==> config.mk <==
export PLATFORM = sky130hd
export DESIGN_NAME = csr_unit_flat
export DESIGN_NICKNAME = d
export VERILOG_FILES = /design/src/rtl/csr_pkg.sv /design/src/rtl/csr_unit_if.sv /design/src/rtl/intr_sync.sv /design/src/rtl/csr_unit.sv /design/src/flat_wrapper.sv
export SDC_FILE = /design/constraint.sdc
export NUM_CORES = 1
export LEC_CHECK = 0
export CORE_ASPECT_RATIO = 0.8
export CORE_UTILIZATION = 59
export DETAILED_ROUTE_END_ITERATION = 12
export DONT_BUFFER_PORTS = 1
export GPL_TIMING_DRIVEN = 0
export PLACE_DENSITY = 0.75
export SETUP_SLACK_MARGIN = 0.05
export SKIP_LAST_GASP = 1
export SLEW_MARGIN = 0
export SYNTH_ARGS = -nofsm -noshare
export SYNTH_HDL_FRONTEND = slang
export SYNTH_SLANG_ARGS = --single-unit
==> constraint.sdc <==
create_clock -name CLK -period 3.4 [get_ports CLK]
set_clock_uncertainty 0.1 [all_clocks]
set_input_delay 0.68 -clock CLK [delete_from_list [all_inputs] [get_ports CLK]]
set_output_delay 0.68 -clock CLK [all_outputs]
set_load 0.005 [all_outputs]
==> src/rtl/csr_pkg.sv <==
// Shared CSR constants, operation encoding and the read-modify-write helper
// used by csr_unit.
package csr_pkg;

    localparam logic [11:0] CSR_MSTATUS = 12'h300;
    localparam logic [11:0] CSR_MTVEC   = 12'h305;
    localparam logic [11:0] CSR_MEPC    = 12'h341;
    localparam logic [11:0] CSR_MCAUSE  = 12'h342;
    localparam logic [11:0] CSR_MCYCLE  = 12'hB00;
    localparam logic [11:0] CSR_MCYCLEH = 12'hB80;

    localparam int unsigned MSTATUS_MIE_BIT  = 3;
    localparam int unsigned MSTATUS_MPIE_BIT = 7;

    localparam logic [31:0] MCAUSE_MEI = 32'h8000_000B;
    localparam logic [31:0] ALIGN_MASK = 32'hFFFF_FFFC;

    typedef enum logic [1:0] {
        CSR_OP_NONE = 2'b00,
        CSR_OP_RW   = 2'b01,
        CSR_OP_RS   = 2'b10,
        CSR_OP_RC   = 2'b11
    } csr_op_e;

    function automatic logic [31:0] csr_new_value(input logic [1:0] op,
                                                  input logic [31:0] old_val,
                                                  input logic [31:0] wd);
        logic [31:0] result;
        case (csr_op_e'(op))
            CSR_OP_RW: result = wd;
            CSR_OP_RS: result = old_val | wd;
            CSR_OP_RC: result = old_val & ~wd;
            default:   result = old_val;
        endcase
        return result;
    endfunction

endpackage

==> src/rtl/csr_unit_if.sv <==
// Bus between the control FSM / datapath and csr_unit; the control side
// uses the master modport, csr_unit the slave modport.
interface csr_unit_if;
    logic [11:0] CSR_ADDR;
    logic [1:0]  CSR_OP;
    logic        CSR_WE;
    logic [31:0] CSR_WD;
    logic [31:0] CSR_RD;
    logic [31:0] PC;
    logic        TAKE_INTR;
    logic        DO_MRET;
    logic        INTR_IN;
    logic        INTR;
    logic        MIE;
    logic        MTVEC_READY;
    logic [31:0] MTVEC;
    logic [31:0] MEPC;

    modport master (
        output CSR_ADDR, CSR_OP, CSR_WE, CSR_WD, PC, TAKE_INTR, DO_MRET, INTR_IN,
        input  CSR_RD, INTR, MIE, MTVEC_READY, MTVEC, MEPC
    );

    modport slave (
        input  CSR_ADDR, CSR_OP, CSR_WE, CSR_WD, PC, TAKE_INTR, DO_MRET, INTR_IN,
        output CSR_RD, INTR, MIE, MTVEC_READY, MTVEC, MEPC
    );
endinterface

==> src/rtl/intr_sync.sv <==
// Two-flop synchronizer for the external interrupt, rising-edge detect
// against a third flop, and the sticky pending latch.
module intr_sync (
    input  logic i_clk,
    input  logic i_rst_n,
    input  logic i_intr_async,
    input  logic i_clear,
    output logic o_pending
);

    logic r_sync1;
    logic r_sync2;
    logic r_sync3;
    logic r_pending;
    logic w_rise;

    assign w_rise    = r_sync2 & ~r_sync3;
    assign o_pending = r_pending;

    // Synchronizer chain and pending latch; a new edge beats a same-cycle clear.
    always_ff @(posedge i_clk or negedge i_rst_n) begin
        if (!i_rst_n) begin
            r_sync1   <= 1'b0;
            r_sync2   <= 1'b0;
            r_sync3   <= 1'b0;
            r_pending <= 1'b0;
        end else begin
            r_sync1 <= i_intr_async;
            r_sync2 <= r_sync1;
            r_sync3 <= r_sync2;
            if (w_rise) begin
                r_pending <= 1'b1;
            end else if (i_clear) begin
                r_pending <= 1'b0;
            end else begin
                r_pending <= r_pending;
            end
        end
    end

endmodule

==> src/rtl/csr_unit.sv <==
// Machine-mode CSR file (mstatus, mtvec, mepc, mcause) with interrupt entry/return.
// Optional 64-bit mcycle counter when CSR_MCYCLE_EN is defined.
module csr_unit
    import csr_pkg::*;
(
    input  logic       CLK,
    input  logic       RESET_N,
    csr_unit_if.slave  bus
);

    logic        r_mie;
    logic        r_mpie;
    logic [31:0] r_mtvec;
    logic [31:0] r_mepc;
    logic [31:0] r_mcause;
    logic        r_mtvec_ready;
    logic        w_pending;
    logic [31:0] w_old;
    logic [31:0] w_new;
    logic        w_commit;
    logic        w_wr_mstatus;
    logic        w_wr_mtvec;
    logic        w_wr_mepc;
    logic        w_wr_mcause;
`ifdef CSR_MCYCLE_EN
    logic [63:0] r_mcycle;
`endif

    intr_sync u_intr_sync (
        .i_clk        (CLK),
        .i_rst_n      (RESET_N),
        .i_intr_async (bus.INTR_IN),
        .i_clear      (bus.TAKE_INTR),
        .o_pending    (w_pending)
    );

    // Read mux: old value of the addressed CSR, zero for anything unimplemented.
    always_comb begin
        w_old = 32'h0000_0000;
        case (bus.CSR_ADDR)
            CSR_MSTATUS: begin
                w_old[MSTATUS_MIE_BIT]  = r_mie;
                w_old[MSTATUS_MPIE_BIT] = r_mpie;
            end
            CSR_MTVEC:   w_old = r_mtvec;
            CSR_MEPC:    w_old = r_mepc;
            CSR_MCAUSE:  w_old = r_mcause;
`ifdef CSR_MCYCLE_EN
            CSR_MCYCLE:  w_old = r_mcycle[31:0];
            CSR_MCYCLEH: w_old = r_mcycle[63:32];
`endif
            default:     w_old = 32'h0000_0000;
        endcase
    end

    assign w_new        = csr_new_value(bus.CSR_OP, w_old, bus.CSR_WD);
    assign w_commit     = bus.CSR_WE && (bus.CSR_OP != CSR_OP_NONE);
    assign w_wr_mstatus = w_commit && (bus.CSR_ADDR == CSR_MSTATUS);
    assign w_wr_mtvec   = w_commit && (bus.CSR_ADDR == CSR_MTVEC);
    assign w_wr_mepc    = w_commit && (bus.CSR_ADDR == CSR_MEPC);
    assign w_wr_mcause  = w_commit && (bus.CSR_ADDR == CSR_MCAUSE);

    // CSR state: trap entry overrides mret and software writes, except mtvec.
    always_ff @(posedge CLK or negedge RESET_N) begin
        if (!RESET_N) begin
            r_mie         <= 1'b0;
            r_mpie        <= 1'b0;
            r_mtvec       <= 32'h0000_0000;
            r_mepc        <= 32'h0000_0000;
            r_mcause      <= 32'h0000_0000;
            r_mtvec_ready <= 1'b0;
        end else begin
            if (bus.TAKE_INTR) begin
                r_mepc   <= bus.PC & ALIGN_MASK;
                r_mcause <= MCAUSE_MEI;
                r_mpie   <= r_mie;
                r_mie    <= 1'b0;
            end else begin
                if (bus.DO_MRET) begin
                    r_mie  <= r_mpie;
                    r_mpie <= 1'b1;
                end else if (w_wr_mstatus) begin
                    r_mie  <= w_new[MSTATUS_MIE_BIT];
                    r_mpie <= w_new[MSTATUS_MPIE_BIT];
                end
                if (w_wr_mepc) begin
                    r_mepc <= w_new & ALIGN_MASK;
                end
                if (w_wr_mcause) begin
                    r_mcause <= w_new;
                end
            end
            if (w_wr_mtvec) begin
                r_mtvec <= w_new & ALIGN_MASK;
                if ((w_new & ALIGN_MASK) != 32'h0000_0000) begin
                    r_mtvec_ready <= 1'b1;
                end
            end
        end
    end

`ifdef CSR_MCYCLE_EN
    // Free-running cycle counter; a software write to either half replaces the increment.
    always_ff @(posedge CLK or negedge RESET_N) begin
        if (!RESET_N) begin
            r_mcycle <= 64'h0;
        end else if (w_commit && (bus.CSR_ADDR == CSR_MCYCLE)) begin
            r_mcycle[31:0] <= w_new;
        end else if (w_commit && (bus.CSR_ADDR == CSR_MCYCLEH)) begin
            r_mcycle[63:32] <= w_new;
        end else begin
            r_mcycle <= r_mcycle + 64'd1;
        end
    end
`endif

    assign bus.CSR_RD      = w_old;
    assign bus.INTR        = w_pending;
    assign bus.MIE         = r_mie;
    assign bus.MTVEC_READY = r_mtvec_ready;
    assign bus.MTVEC       = r_mtvec;
    assign bus.MEPC        = r_mepc;

endmodule

==> src/flat_wrapper.sv <==
// flat-port wrapper written by rule: the top's interface ports become plain ports
module csr_unit_flat import csr_pkg::*;
  (CLK, RESET_N, bus_CSR_ADDR, bus_CSR_OP, bus_CSR_WE, bus_CSR_WD, bus_PC, bus_TAKE_INTR, bus_DO_MRET, bus_INTR_IN, bus_CSR_RD, bus_INTR, bus_MIE, bus_MTVEC_READY, bus_MTVEC, bus_MEPC);
  csr_unit_if bus_i ();
  input  logic CLK;
  input  logic RESET_N;
  input wire logic [$bits(bus_i.CSR_ADDR)-1:0] bus_CSR_ADDR;
  input wire logic [$bits(bus_i.CSR_OP)-1:0] bus_CSR_OP;
  input wire logic [$bits(bus_i.CSR_WE)-1:0] bus_CSR_WE;
  input wire logic [$bits(bus_i.CSR_WD)-1:0] bus_CSR_WD;
  input wire logic [$bits(bus_i.PC)-1:0] bus_PC;
  input wire logic [$bits(bus_i.TAKE_INTR)-1:0] bus_TAKE_INTR;
  input wire logic [$bits(bus_i.DO_MRET)-1:0] bus_DO_MRET;
  input wire logic [$bits(bus_i.INTR_IN)-1:0] bus_INTR_IN;
  output wire logic [$bits(bus_i.CSR_RD)-1:0] bus_CSR_RD;
  output wire logic [$bits(bus_i.INTR)-1:0] bus_INTR;
  output wire logic [$bits(bus_i.MIE)-1:0] bus_MIE;
  output wire logic [$bits(bus_i.MTVEC_READY)-1:0] bus_MTVEC_READY;
  output wire logic [$bits(bus_i.MTVEC)-1:0] bus_MTVEC;
  output wire logic [$bits(bus_i.MEPC)-1:0] bus_MEPC;
  assign bus_i.CSR_ADDR = bus_CSR_ADDR;
  assign bus_i.CSR_OP = bus_CSR_OP;
  assign bus_i.CSR_WE = bus_CSR_WE;
  assign bus_i.CSR_WD = bus_CSR_WD;
  assign bus_i.PC = bus_PC;
  assign bus_i.TAKE_INTR = bus_TAKE_INTR;
  assign bus_i.DO_MRET = bus_DO_MRET;
  assign bus_i.INTR_IN = bus_INTR_IN;
  assign bus_CSR_RD = bus_i.CSR_RD;
  assign bus_INTR = bus_i.INTR;
  assign bus_MIE = bus_i.MIE;
  assign bus_MTVEC_READY = bus_i.MTVEC_READY;
  assign bus_MTVEC = bus_i.MTVEC;
  assign bus_MEPC = bus_i.MEPC;
  csr_unit u_core (.CLK(CLK), .RESET_N(RESET_N), .bus(bus_i));
endmodule
==> reports/metrics.yaml <==
grt:
  grt_pass1_wl_mm: 34.0
  grt_pass1_vias: 6134
  grt_max_degree: 100
  groute.usage.overall: 0.405
  grt.overflow.total: 0
  antenna_found_initial: 1
sta:
  finalHoldViolations: 0
  max_slew_margin: 0.490
  setup_tns_ps: 0
  slew_viol_final: 0
  max_freq_ghz: 0.305
  fin_crit_ps: 3280
  rsz0062_at_grt: "no"
  tightestPinTransition_ps: 765
  period_share: 0.964
  setup_viol_count_final: 0
floorplanning:
  die_h_um: 95.0
  num_rows: 33
  die_area_mm2: 0.0112
  core_area_mm2: 0.0104
  die_w_um: 118
  num_io_pins: 183
  initial_core_util: 0.615
yosys:
  syn_avg_cell_area_um2: 8.06
  synthCells: 791
  seq_area_frac_synth: 0.389
  synth_area_mm2: 0.00637
  async_flop_share: 1.00
  synth_warnings: 0
  ys_types: 53
  synth_edf_count: 0
  ys_seq_elements: 99
  synth_ff_type: "dfrtp_1"
pwr:
  p_total_mw: 2.60
  power_density_mw_per_mm2: 379
  p_leak_nw: 2.75
  ir_drop_v: 0.000233
critical_path:
  worstPathRequired_ps: 2620
  worst_r2r_path_depth: 8
  crit_path_end_kind: "primary output"
  worstPathMaxFanout: 10
  start_kind: "input pin"
  cp.arrival_ps: 2500
  critical_path_class: "input pin to primary output"
place:
  port_buffers: 0
  gp_congestion: 0.963
  dp_hpwl_mm: 16.1
drt:
  num_vias: 6485
  drt_iter0_markers: 845
  avgRoutedWirePerCell_um: 23.5
  detail-route-antenna-nets: 0
  dr.pass1.iters: 6
  drc: 0
  routed_wl_mm: 22.4
  avgViaCountPerCell: 6.83
cts:
  clk_pin_slew_ps: 70
  cts_resized: 0
  htreeDepth: 3
  postCtsSetupRepairBufs: 0
  cts_hold_buf: 1
  cts.path.max_buffers: 2
  cts_buffers: 9
  clkSinkCount: 99
  clk_latency_ps: 350
  clockRootBuffer: "clkbuf_16"
  cts_tree: "yes"
run_status:
  outcome: "completed"
finish:
  final_cell_mix: "nand2_1, dfrtp_1, nor2_1"
  nets: 890
  final_common_cell: "nand2_1"
  final_layout_size_suffix_gt1_frac: 0.106
  seq_area_mm2: 0.00248
  antenna_cells: 0
  area_growth_pct: 7.81
  multiInputGateArea_mm2: 0.00348
  num-fill-cells: 901
run:
  cap_violations: 0
worst_hold_path:
  hp-class: "input pin to async pin"
cells in the mapped netlist, types with 2 or more instances:
cell type / number / area, um^2
nand2_1: 136 / 510
dfrtp_1: 99 / 2480
nor2_1: 79 / 297
o21ai_0: 78 / 390
a21oi_1: 66 / 330
nand3b_1: 47 / 353
clkbuf_1: 35 / 131
mux2i_1: 26 / 260
mux2_2: 22 / 248
and3_1: 19 / 119
buf_2: 18 / 90.1
inv_1: 15 / 56.3
nor4_1: 13 / 81.3
a31oi_1: 11 / 68.8
and2_1: 11 / 68.8
o22ai_1: 11 / 68.8
buf_4: 10 / 75.1
o221ai_1: 9 / 78.8
a22oi_1: 8 / 60.1
nand3_1: 8 / 40.0
a2bb2oi_1: 7 / 61.3
buf_6: 6 / 67.6
nor3_1: 5 / 25.0
nand2b_1: 4 / 25.0
nor2_2: 4 / 25.0
a211o_1: 3 / 26.3
a211oi_1: 3 / 22.5
a21oi_2: 3 / 26.3
or3_1: 3 / 18.8
a2111oi_0: 2 / 17.5
a21o_1: 2 / 15.0
nand4bb_1: 2 / 22.5
nor2b_1: 2 / 12.5
o211ai_1: 2 / 15.0
o221a_2: 2 / 22.5
o31ai_1: 2 / 15.0
or3b_2: 2 / 17.5
registers in the layout (all words and copies together) (netlist names):
signal,flops
u_core.r_mcause,32
u_core.bus.MEPC,30
u_core.bus.MTVEC,30
u_core.bus.MIE,1
u_core.bus.MTVEC_READY,1
u_core.r_mpie,1
u_core.u_intr_sync.o_pending,1
u_core.u_intr_sync.r_sync1,1
u_core.u_intr_sync.r_sync2,1
u_core.u_intr_sync.r_sync3,1
cell families (layout without fill, tap and decap cells):
group,count (synthesis),after routing,share of synthesized area
simple gates,346,346,0.270
compound gates,211,211,0.194
buf+inv,86,102,0.0673
other cells,1,4,0.000588
mux,48,48,0.0797
flops,99,99,0.389
cell type report:
type / instances / share of cell area
buffer: 71 / 0.0543
clock buffer: 11 / 0.0339
clock inverter: 4 / 0.00747
inverter: 15 / 0.00820
multi-input combinational: 609 / 0.506
sequential: 99 / 0.361
tap: 140 / 0.0255
timing repair buffer: 1 / 0.00401
per-stage QoR:
| stage | worst slack, ps | std cells | util | hold WS, ps | area (um^2) |
|---|---|---|---|---|---|
| global route | 106 | 950 | 0.663 | 150 | 6870 |
| CTS | 218 | 950 | 0.663 | 179 | 6870 |
| detailed placement | 7.01 | 934 | 0.633 | 246 | 6560 |
| floorplan | 585 | 794 | - | 231 | 6380 |
| global placement | 46.2 | 934 | 0.633 | 232 | 6560 |
| finish | 121 | 950 | 0.663 | 144 | 6870 |
worst max-delay path, cell delays in order:
cell	delay, ps
or3_4	400
nor2_1	390
clkbuf_1	480
o21ai_0	370
inv_1	180
metal layers:
| metal | up-vias | share of wire | routed length [um] | global-route usage |
|---|---|---|---|---|
| li1 | 2814 | - | - | - |
| met1 | 3061 | 0.38 | 8410 | 0.517 |
| met2 | 535 | 0.44 | 9940 | 0.624 |
| met3 | 73 | 0.14 | 3220 | 0.134 |
| met4 | 2 | 0.035 | 785 | 0.190 |
| met5 | - | 0.00045 | 10 | 0 |
final timing paths:
check                      slack (ps)                       start                         end
max                               120             bus_CSR_ADDR[5]              bus_CSR_RD[11]
min                               140                     RESET_N          u_core.bus.MEPC[8]
max reg2reg                       740              u_core.bus.MIE      u_core.bus.MTVEC_READY
min reg2reg                       260  u_core.u_intr_sync.r_sync1  u_core.u_intr_sync.r_sync2
max in group asynchronous        2640                     RESET_N        u_core.bus.MTVEC[28]
min in group CLK                  250                 bus_INTR_IN  u_core.u_intr_sync.r_sync1
where the power goes:
part / switching (mW) / internal, mW / total [mW]
clock: 0.454 / 0.569 / 1.02
combinational: 0.220 / 0.102 / 0.322
sequential: 0.0433 / 1.21 / 1.26
Note: power is estimated with default switching activity, not from simulation.
